==> src/rtl/color_pkg.sv <==
// Shared definitions for the RGB colour sequencer: colour codes, index and FSM enums,
// and the index-to-colour map used to drive the LED pins.
package color_pkg;

    typedef logic [2:0] rgb_t;  // {R,G,B}, 1 = channel on

    localparam rgb_t RGB_OFF     = 3'b000;
    localparam rgb_t RGB_RED     = 3'b100;
    localparam rgb_t RGB_GREEN   = 3'b010;
    localparam rgb_t RGB_BLUE    = 3'b001;
    localparam rgb_t RGB_YELLOW  = 3'b110;
    localparam rgb_t RGB_CYAN    = 3'b011;
    localparam rgb_t RGB_MAGENTA = 3'b101;
    localparam rgb_t RGB_WHITE   = 3'b111;

    typedef enum logic [2:0] {
        IDX_OFF     = 3'd0,
        IDX_RED     = 3'd1,
        IDX_GREEN   = 3'd2,
        IDX_BLUE    = 3'd3,
        IDX_YELLOW  = 3'd4,
        IDX_CYAN    = 3'd5,
        IDX_MAGENTA = 3'd6,
        IDX_WHITE   = 3'd7
    } color_idx_e;

    typedef enum logic {
        MANUAL = 1'b0,
        AUTO   = 1'b1
    } seq_state_e;

    function automatic rgb_t idx_to_rgb(input logic [2:0] idx);
        rgb_t rgb;
        rgb = RGB_OFF;
        case (color_idx_e'(idx))
            IDX_OFF:     rgb = RGB_OFF;
            IDX_RED:     rgb = RGB_RED;
            IDX_GREEN:   rgb = RGB_GREEN;
            IDX_BLUE:    rgb = RGB_BLUE;
            IDX_YELLOW:  rgb = RGB_YELLOW;
            IDX_CYAN:    rgb = RGB_CYAN;
            IDX_MAGENTA: rgb = RGB_MAGENTA;
            IDX_WHITE:   rgb = RGB_WHITE;
        endcase
        return rgb;
    endfunction

endpackage

==> src/rtl/color_pwm.sv <==
// Brightness PWM for the LED path: free-running counter compared against a duty code
// that is only reloaded at the period boundary, so a duty change never glitches mid-period.
module color_pwm #(
    parameter int PWM_BITS = 4
) (
    input  logic                clk,
    input  logic                rst,
    input  logic [PWM_BITS-1:0] brightness_i,
    output logic                pwm_on_o
);

    logic [PWM_BITS-1:0] pwm_cnt_q;
    logic [PWM_BITS-1:0] bright_q;

    always_ff @(posedge clk or posedge rst) begin
        if (rst) begin
            pwm_cnt_q <= '0;
            bright_q  <= '0;
        end else begin
            pwm_cnt_q <= pwm_cnt_q + PWM_BITS'(1);
            if (pwm_cnt_q == '1) begin
                bright_q <= brightness_i;
            end
        end
    end

    assign pwm_on_o = (pwm_cnt_q < bright_q);

endmodule

==> src/rtl/color_sequencer.sv <==
// RGB LED colour sequencer: button/dwell-timer stepping of a colour index, mapped to
// active-low R/G/B pins. Define COLOR_SEQ_PWM_EN to add PWM brightness dimming.
module color_sequencer
    import color_pkg::*;
#(
    parameter int NUM_STATES   = 8,
    parameter int DWELL_CYCLES = 6_000_000,
    parameter int PWM_BITS     = 4
) (
    input  logic                clk,
    input  logic                rst,
    input  logic                step_i,
    input  logic                auto_i,
    input  logic [PWM_BITS-1:0] brightness_i,
    output logic                rLed,
    output logic                gLed,
    output logic                bLed,
    output logic [2:0]          state_o
);

    localparam int                 DWELL_W    = $clog2(DWELL_CYCLES);
    localparam logic [DWELL_W-1:0] DWELL_LAST = DWELL_W'(DWELL_CYCLES - 1);
    localparam logic [2:0]         IDX_LAST   = 3'(NUM_STATES - 1);

    logic               step_q;
    logic               step_p;
    logic [2:0]         index_q, index_d;
    logic [2:0]         index_inc;
    logic [DWELL_W-1:0] dwell_q, dwell_d;
    logic               dwell_term;
    seq_state_e         fsm_q, fsm_d;
    logic [2:0]         state_q;
    logic [2:0]         led_q;
    logic [2:0]         chan_en;

    assign step_p     = step_i & ~step_q;
    assign dwell_term = (dwell_q == DWELL_LAST);
    assign index_inc  = (index_q == IDX_LAST) ? 3'd0 : index_q + 3'd1;

    // A button edge and a dwell expiry in the same cycle advance the index only once.
    always_comb begin
        index_d = index_q;
        dwell_d = dwell_q;
        fsm_d   = fsm_q;
        case (fsm_q)
            MANUAL: begin
                if (step_p) begin
                    index_d = index_inc;
                end
                if (auto_i) begin
                    fsm_d   = AUTO;
                    dwell_d = '0;
                end
            end
            AUTO: begin
                if (!auto_i) begin
                    fsm_d   = MANUAL;
                    dwell_d = '0;
                end else if (step_p || dwell_term) begin
                    index_d = index_inc;
                    dwell_d = '0;
                end else begin
                    dwell_d = dwell_q + DWELL_W'(1);
                end
            end
            default: begin
                fsm_d   = MANUAL;
                dwell_d = '0;
            end
        endcase
    end

`ifdef COLOR_SEQ_PWM_EN
    logic pwm_on;

    color_pwm #(
        .PWM_BITS(PWM_BITS)
    ) u_pwm (
        .clk         (clk),
        .rst         (rst),
        .brightness_i(brightness_i),
        .pwm_on_o    (pwm_on)
    );

    assign chan_en = {3{pwm_on}};
`else
    logic unused_brightness;

    assign unused_brightness = ^brightness_i;
    assign chan_en           = 3'b111;
`endif

    // step_q resets high so a button held through reset release is not seen as an edge.
    always_ff @(posedge clk or posedge rst) begin
        if (rst) begin
            step_q  <= 1'b1;
            index_q <= IDX_OFF;
            dwell_q <= '0;
            fsm_q   <= MANUAL;
            state_q <= 3'd0;
            led_q   <= 3'b111;
        end else begin
            step_q  <= step_i;
            index_q <= index_d;
            dwell_q <= dwell_d;
            fsm_q   <= fsm_d;
            state_q <= index_q;
            led_q   <= ~(idx_to_rgb(index_q) & chan_en);
        end
    end

    assign rLed    = led_q[2];
    assign gLed    = led_q[1];
    assign bLed    = led_q[0];
    assign state_o = state_q;

endmodule

==> config.mk <==
export PLATFORM = sky130hd
export DESIGN_NAME = color_sequencer
export DESIGN_NICKNAME = d
export VERILOG_FILES = /design/src/rtl/color_pkg.sv /design/src/rtl/color_pwm.sv /design/src/rtl/color_sequencer.sv
export SDC_FILE = /design/constraint.sdc
export NUM_CORES = 1
export LEC_CHECK = 0
export ABC_AREA = 1
export CAP_MARGIN = 25
export CORE_MARGIN = 2
export CORE_UTILIZATION = 40
export CTS_CLUSTER_DIAMETER = 80
export CTS_CLUSTER_SIZE = 40
export DETAILED_ROUTE_END_ITERATION = 6
export DONT_BUFFER_PORTS = 1
export PLACE_DENSITY = 0.65
export SKIP_LAST_GASP = 1
export SYNTH_ARGS = -nofsm -noshare
export SYNTH_HDL_FRONTEND = slang
export SYNTH_SLANG_ARGS = --single-unit
==> constraint.sdc <==
create_clock -name clk -period 4.05 [get_ports clk]
set_clock_uncertainty 0.05 [all_clocks]
set_input_delay 0.405 -clock clk [delete_from_list [all_inputs] [get_ports clk]]
set_output_delay 0.405 -clock clk [all_outputs]
set_load 0.02 [all_outputs]
==> impl_metrics.csv <==
group,metric,value,unit
power_and_ir_drop,p_per_area,303,nW/um2
logic_synthesis,ys_ff_latch,34,
final_layout,multi_input_comb_area,1210,um2
drt,routed_wl,4370,um
final_layout,syn2layout_area_growth,7.22,%
final_layout,nets,313,
grt,track_usage,15.7,%
power_and_ir_drop,comb_power_share,7.3,%
drt,routedWlPerCell,11.8,um
place,place_congestion,0.842,
power_and_ir_drop,power.internal,525,uW
place,dp_slack,2.26,ns
logic_synthesis,yosysTopAreaCellShare,33.3,%
final_layout,regArea,856,um2
worst_setup_path,startpoint,"dwell_q[0]",
timing,tightest_slew,0.436,ns
clock_network,numCtsBuffers,5,
power_and_ir_drop,leakagePower,1.14,nW
worst_setup_path,start_kind,"flop",
logic_synthesis,synth_fp_nets,309,
outcome,outcome,"finished, final reports clean",
timing,fin_setup_tns,0,ns
logic_synthesis,yosysSeqAreaShare,38.0,%
worst_setup_path,critPathKind,"flop to flop",
floorplanning,start_util,41.2,%
drt,viasPerCell,4.79,
drt,drtIter0Drc,92,
worst_setup_path,crit_arrival,1.90,ns
logic_synthesis,yosys_warnings,0,
final_layout,drive_above_1_share,18.8,%
timing,slew_viol_final,0,
grt,grt_overflow,0,
clock_network,clk_latency,0.29,ns
worst_setup_path,end_kind,"flop",
drt,drt_pass1_iterations,4,
logic_synthesis,ys_types,27,
run,cap_violations,0,
clock_network,cts-htree-levels,2,
final_layout,fill_cells,581,
floorplanning,dieArea,6250,um2
worst_setup_path,crit_fanout,16,
drt,drc,0,
min_path,hold_class,"primary input to async pin",
final_layout,final_common_cell,"nand2_1",
grt,antenna_found_initial,0,
clock_network,clk_pin_slew,0.07,ns
timing,fin_crit_sh,43.7,%
drt,vias,1771,
power_and_ir_drop,p_clk_share,36.5,%
final_layout,diodes,0,
power_and_ir_drop,vdd_drop_max,189,uV
power_and_ir_drop,switchingPower,206,uW
clock_network,cts_hold_buf,0,
clock_network,cts_root_buffer,"clkbuf_8",
logic_synthesis,syn_avg_cell_area,7.69,um2
timing,maxSlewHeadroom,70.9,%
timing,setup_slack,2.28,ns
floorplanning,io_pins,14,
timing,hold_viol,0,
timing,rsz0062_at_grt,"false",
logic_synthesis,synth_area_leaders,"dfrtp_1 33%, nand2_1 14%, nand3_1 5.8%",
worst_setup_path,worst_ep_required_time,4.18,ns
grt,grt_pass1_wl,7680,um
worst_setup_path,timing.rr.start,"dwell_q[0]",
floorplanning,coreArea,5470,um2
final_layout,fin_cells,370,
logic_synthesis,yosys.area.top_type,"dfrtp_1",
place,dp_hpwl,3170,um
timing,finalSetupViolCount,0,
logic_synthesis,syn_area,2250,um2
floorplanning,die_h,79.1,um
clock_network,numClockSinks,34,
drt,ant_nets,0,
final_layout,final_cell_mix,"86 x nand2_1, 32 x inv_1, 31 x nor2_1",
clock_network,ctsResizeCount,0,
power_and_ir_drop,seqPwrFrac,56.2,%
place,dpl.cell_count,362,
clock_network,cts_tree,"yes",
power_and_ir_drop,sw_frac_of_total,28.1,%
place,port_buffers,0,
floorplanning,rows,27,
grt,grt_max_degree,35,
timing,max_freq,566,MHz
grt,grt_pass1_vias,1673,
floorplanning,dieWidth,79.1,um
clock_network,cts_buffer_depth,2,
logic_synthesis,synthCells,293,
clock_network,post_cts_buffers,0,
timing,post-route-min-period,1.77,ns
-- cell usage after synthesis --
cell type / instances
ha_1: 8
o21ai_2: 8
xnor2_1: 1
nor2_8: 2
nand2_4: 4
nand3_1: 26
o22ai_2: 4
nand4_1: 7
nand3_4: 1
clkbuf_2: 1
nor2_2: 6
buf_12: 1
buf_2: 1
nand2_1: 86
dfrtp_1: 30
o21ai_0: 7
inv_1: 32
dfstp_2: 4
nand2_2: 7
nand3b_1: 2
clkbuf_1: 2
xor2_1: 9
o21ai_1: 3
inv_4: 1
nor2_4: 4
inv_2: 5
nor2_1: 31
-- cell type report --
class / instances / share of cell area, %
multi-input cells: 216 / 50.3
clock buffers: 6 / 3.42
flip-flops and latches: 34 / 35.4
repair buffers: 2 / 0.621
clock inverters: 2 / 0.518
well taps: 72 / 3.73
inverters: 38 / 6.01
-- power by group through the flow --
| stage | clock network [mW] | registers (mW) | logic [mW] |
|---|---|---|---|
| floorplan | 0 | 0.413 | 0.0450 |
| global placement | 0 | 0.417 | 0.0537 |
| detailed placement | 0 | 0.418 | 0.0551 |
| CTS | 0.275 | 0.411 | 0.0552 |
| global route | 0.287 | 0.416 | 0.0647 |
| finish | 0.267 | 0.411 | 0.0534 |
-- critical path, cell delays in order (launching register included) --
cell     delay, ns
dfrtp_1       0.45
ha_1          0.25
nand2_2       0.09
inv_2         0.07
nand2_4       0.07
nor2_8        0.10
nand3_4       0.08
nand2_4       0.25
inv_4         0.10
nand3_1       0.09
nand2_1       0.05
-- metrics by stage --
step / instance area (um2) / utilization [%] / total power [mW] / hold slack, ns
floorplan: 2250 / - / 0.458 / 0.359
global placement: 2320 / 42.4 / 0.471 / 0.360
detailed placement: 2320 / 42.4 / 0.473 / 0.360
CTS: 2420 / 44.1 / 0.742 / 0.0479
global route: 2420 / 44.1 / 0.768 / 0.0379
finish: 2420 / 44.1 / 0.731 / 0.0482
-- state kept, by name (all words and copies together), names as in the netlist --
register	cells
dwell_q	23
index_q	3
led_q	3
state_o	3
fsm_q	1
step_q	1
-- path summary, 6_finish.rpt --
path                               end  slack [ns]  depth (start not counted)
setup reg to reg           dwell_q[21]        2.28                         10
max in group asynchronous     led_q[1]        3.57                          2
setup / recovery           dwell_q[21]        2.28                         10
min in group clk                step_q        0.05                          0
hold / removal              index_q[2]        0.05                          2
hold reg to reg             state_o[1]        0.46                          0
-- per-layer routing --
layer	global-route usage, %	up-vias	part of all wire [%]
met5	0	-	0
met4	4.83	0	1.2
met3	3.64	6	3.0
met2	26.3	20	47
met1	20.2	823	49
li1	-	922	-
-- logic make-up (layout without fill, tap and decap cells) --
logic type | count (synthesis) | count (layout) | share of synthesized area [%]
simple gates | 176 | 176 | 38.0
compound gates | 22 | 22 | 7.55
fa+ha+maj | 8 | 8 | 4.44
xor+xnor | 10 | 10 | 3.89
buf+inv | 43 | 48 | 8.11
flops | 34 | 34 | 38.0
Note: power is estimated with default switching activity, not from simulation.
==> edit 1, RTL diff (config.mk and constraints unchanged) <==
The output `state_o` loses its register stage (`state_q` becomes a continuous assignment).
--- a/src/rtl/color_sequencer.sv
+++ b/src/rtl/color_sequencer.sv
@@ -99,3 +99,2 @@
             fsm_q   <= MANUAL;
-            state_q <= 3'd0;
             led_q   <= 3'b111;
@@ -106,3 +105,2 @@
             fsm_q   <= fsm_d;
-            state_q <= index_q;
             led_q   <= ~(idx_to_rgb(index_q) & chan_en);
@@ -110,2 +108,4 @@
     end
+
+    assign state_q = index_q;
 
Check against the original RTL: not equivalent (a bounded check fails within 4 cycles, from zero or initial values and one cycle with rst high).
==> edit 1 against the original RTL <==
Worst setup slack worse by 8.7 ps; utilization is 0.79 points higher; die area fell by 10%; synthesized cell count shrank 18%; final area fell by 11%; synthesized area down 11%; routed wire length decreased by 15%; power about the same; sequential cell count shrank 3; critical path type unchanged; largest power group unchanged; highest routed layer unchanged.
==> edit 1: results (changes against the original RTL) <==
Synth Area in Adders=4.98% (+0.54 points); top post-synthesis cells by count=nand2_1, dfrtp_1, inv_1, nand3_1, nor2_1; Area contributors post-synth=dfrtp_1, nand2_1, dfstp_2; clock network power=0.000236 W (-12%); Clock power frac=32.3% (-4.2 points); CTS H-Tree Depth=2 (unchanged); Cell variety after synth=29 (+7.4%); register area share after synthesis=38.9% (+0.88 points); Cell Area, Placed=2070 sq um (-11%); hpwl dp=2700 um (-15%); Pleak=0.872 nW (-24%); share of layout cells above drive strength 1=24.2% (+5.4 points); Worst Max-Slew Pin Slew=818 ps (+382 ps); largest net degree at the start of global routing=20 (-43%); Starting DRT DRC Count=57 (-38%); critical path arrival=1920 ps (+20 ps); top-count cell post-synth=nand2_1; Nets=259 (-17%); global-route wire length before repair=6350 um (-17%); Routed WL=3690 um (-15%); pre-CTS WS=2260 ps (-2.45 ps); total global routing track utilization=15.1% (-0.58 points); status=complete, no violations; Sw Ratio=32.0% (+3.9 points); vias in the first global route=1351 (-19%); worst-path maximum fanout=19 (+3); gr ovfl total=0 (unchanged); VDD IR max=0.000178 V (-6.0%); gpl congestion=0.782 (-7.2%); 1st-pass router iterations=5 (+1); vias=1489 (-16%); Flop pwr share=56.5% (+0.3 points); Compound-Gate Fraction of Synth Area=10.2% (+2.7 points); fillers=462 (-20%); Post-Synth XOR/XNOR Area=4.79% (+0.91 points); area of the multi-input gates=1100 sq um (-9.2%)
==> edit 1: per-layer routing <==
| metal | wire length [um] | vias up | GRT usage, % |
|---|---|---|---|
| met4 | 57 | 0 | 5.36 |
| met2 | 1630 | 30 | 22.6 |
| met3 | 131 | 7 | 3.61 |
| li1 | - | 772 | - |
| met5 | 0 | - | 0 |
| met1 | 1870 | 680 | 21.4 |
==> edit 1: through the flow <==
| step | cells | util, % | hold WS, ps |
|---|---|---|---|
| after floorplan | 240 | - | 359 |
| after global placement | 303 | 43.2 | 340 |
| after detailed placement | 303 | 43.2 | 344 |
| after CTS | 311 | 44.9 | 36.7 |
| after global routing | 311 | 44.9 | 54.5 |
| final | 311 | 44.9 | 7.19 |
==> edit 1: worst paths after layout <==
| kind | from | endpoint | slack (ps) | cells past startpoint |
|---|---|---|---|---|
| setup / recovery | fsm_q | dwell_q[3] | 2270 | 3 |
| max in group asynchronous | rst | step_q | 3230 | 2 |
| hold reg to reg | dwell_q[1] | dwell_q[1] | 470 | 2 |
| min in group clk | step_i | step_q | 70 | 0 |
| setup reg to reg | fsm_q | dwell_q[3] | 2270 | 3 |
| hold / removal | rst | dwell_q[15] | 7 | 1 |
==> edit 1: area by class of cell <==
type	instances	share of cell area [%]
tap	67	3.90
inverter	24	4.25
timing repair buffer	1	0.349
sequential	31	36.3
clock inverter	3	0.698
multi-input combinational	180	51.3
clock buffer	5	3.20
==> edit 1: cell families after synthesis <==
| family | after synthesis |
|---|---|
| AND/OR/NAND/NOR | 134 |
| flip-flops | 31 |
| buffers and inverters | 29 |
| AO/OA/AOI/OAI | 27 |
| XOR/XNOR | 11 |
| adder cells (fa/ha/maj) | 8 |
==> edit 1: critical path, cell delays in order, from the launching register on <==
cell and delay, ps:
dfrtp_1 400, nor2_2 650, inv_1 360, o22ai_2 220
==> edit 2, RTL diff (same settings) <==
Made on the original files. `DWELL_CYCLES`: 6_000_000 -> 3_000_000.
--- a/src/rtl/color_sequencer.sv
+++ b/src/rtl/color_sequencer.sv
@@ -6,3 +6,3 @@
     parameter int NUM_STATES   = 8,
-    parameter int DWELL_CYCLES = 6_000_000,
+    parameter int DWELL_CYCLES = 3_000_000,
     parameter int PWM_BITS     = 4
Function: same outputs for any inputs over 10 cycles, from zero or initial values and one cycle with rst high; that may be too few to reach the edited logic, so the function may still have changed.
==> edit 2 against the original RTL <==
Combinational power is 55% higher; worst setup slack better by 160 ps; utilization increased by 0.066 points; global-route usage is 1.1 points lower; sequential share of layout area up 4.6 points; highest routed layer unchanged; largest cell class unchanged; critical endpoint is now dwell_q[3]; synthesized cell count decreased by 22%; final area is 14% lower; routed wire length fell by 22%; synthesized area down 14%; sequential power rose by 8.8%; power grew 5.2%; sequential cell count is 1 lower.
==> edit 2: results (changes against the original RTL) <==
largest net degree at the start of global routing=34 (-2.9%); vias=1417 (-20%); syn_area_per_cell=8.40 sq um (+9.3%); post-placement cell count=282 (-22%); hpwl dp=2460 um (-22%); register area share after synthesis=43.0% (+5.0 points); status=complete, no violations; worst-path maximum fanout=16 (unchanged); max reg flops=22 (-4.3%); Area contributors post-synth=dfrtp_1, nand2_1, dfstp_2; Cell Area, Placed=1990 sq um (-14%); post-CTS setup buffer count=0 (unchanged); gpl congestion=0.784 (-6.9%); Starting DRT DRC Count=74 (-20%); top_reg_cell synth=dfrtp_1; Final period util=39.8% (-3.9 points); WL per Instance=11.7 um (-0.89%); top post-synthesis cells by count=nand2_1, dfrtp_1, inv_1, nor2_1, nand3_1; Worst Max-Slew Pin Slew=648 ps (+212 ps); fillers=464 (-20%); cells resized by post-CTS repair=0 (unchanged); critical path arrival=1720 ps (-180 ps); VDD IR max=0.000185 V (-2.3%); gr ovfl total=0 (unchanged); Cell variety after synth=28 (+3.7%); Largest stage delay, worst path=420 ps (-30 ps); Worst R2R Path Depth=6 (-4); Biggest register=dwell_q; R2R Path Start=dwell_q[0]; fin cells=290 (-22%); total global routing track utilization=14.6% (-1.1 points); CTS H-Tree Depth=2 (unchanged); clk_lat worst skew=between 200 and 300 ps; antenna violations before repair=0 (unchanged); pre-CTS WS=2420 ps (+165 ps); worst setup path endpoint=dwell_q[3]; global-route wire length before repair=6150 um (-20%); Nets=251 (-20%); share of layout cells above drive strength 1=20.8% (+2.0 points); Pleak=0.910 nW (-20%)
[edit 2: metal layers]
| metal | track usage [%] | up-vias | wire length, um |
|---|---|---|---|
| li1 | - | 735 | - |
| met1 | 19.1 | 652 | 1620 |
| met2 | 22.0 | 24 | 1590 |
| met3 | 4.39 | 6 | 123 |
| met4 | 7.27 | 0 | 60 |
| met5 | 0 | - | 0 |
[edit 2: area by class of cell]
| type | instances | area, sq um | share of cell area [%] |
|---|---|---|---|
| Sequential cell | 33 | 831 | 40.0 |
| Timing Repair Buffer | 2 | 15.0 | 0.724 |
| Inverter | 18 | 67.6 | 3.26 |
| Multi-Input combinational cell | 175 | 1010 | 48.6 |
| Clock buffer | 5 | 68.8 | 3.32 |
| Tap cell | 54 | 67.6 | 3.26 |
| Clock inverter | 3 | 17.5 | 0.844 |
[edit 2: worst min path at each step]
| stage | end | slack, ps | cells past startpoint | startpoint |
|---|---|---|---|---|
| after floorplan | step_q | 360 | 0 | step_i |
| after global placement | step_q | 360 | 0 | step_i |
| after detailed placement | step_q | 360 | 0 | step_i |
| after CTS | state_o[0] | 60 | 2 | rst |
| after global routing | step_q | 50 | 0 | step_i |
| final | dwell_q[4] | 50 | 2 | rst |
[edit 2: cell families after synthesis]
group,share of synthesized area (%)
simple gates,32.9
fa+ha+maj,5.18
buf+inv,4.92
flops,43.0
xor+xnor,5.44
compound gates,8.61
[edit 2: power by group]
group | switching [W] | internal (W) | leakage [nW] | total (W)
Clock | 0.000121 | 0.000118 | 0.0439 | 0.000239
Sequential | 0.0000653 | 0.000381 | 0.436 | 0.000447
Combinational | 0.0000517 | 0.0000312 | 0.430 | 0.0000829
Total | 0.000238 | 0.000531 | 0.910 | 0.000769
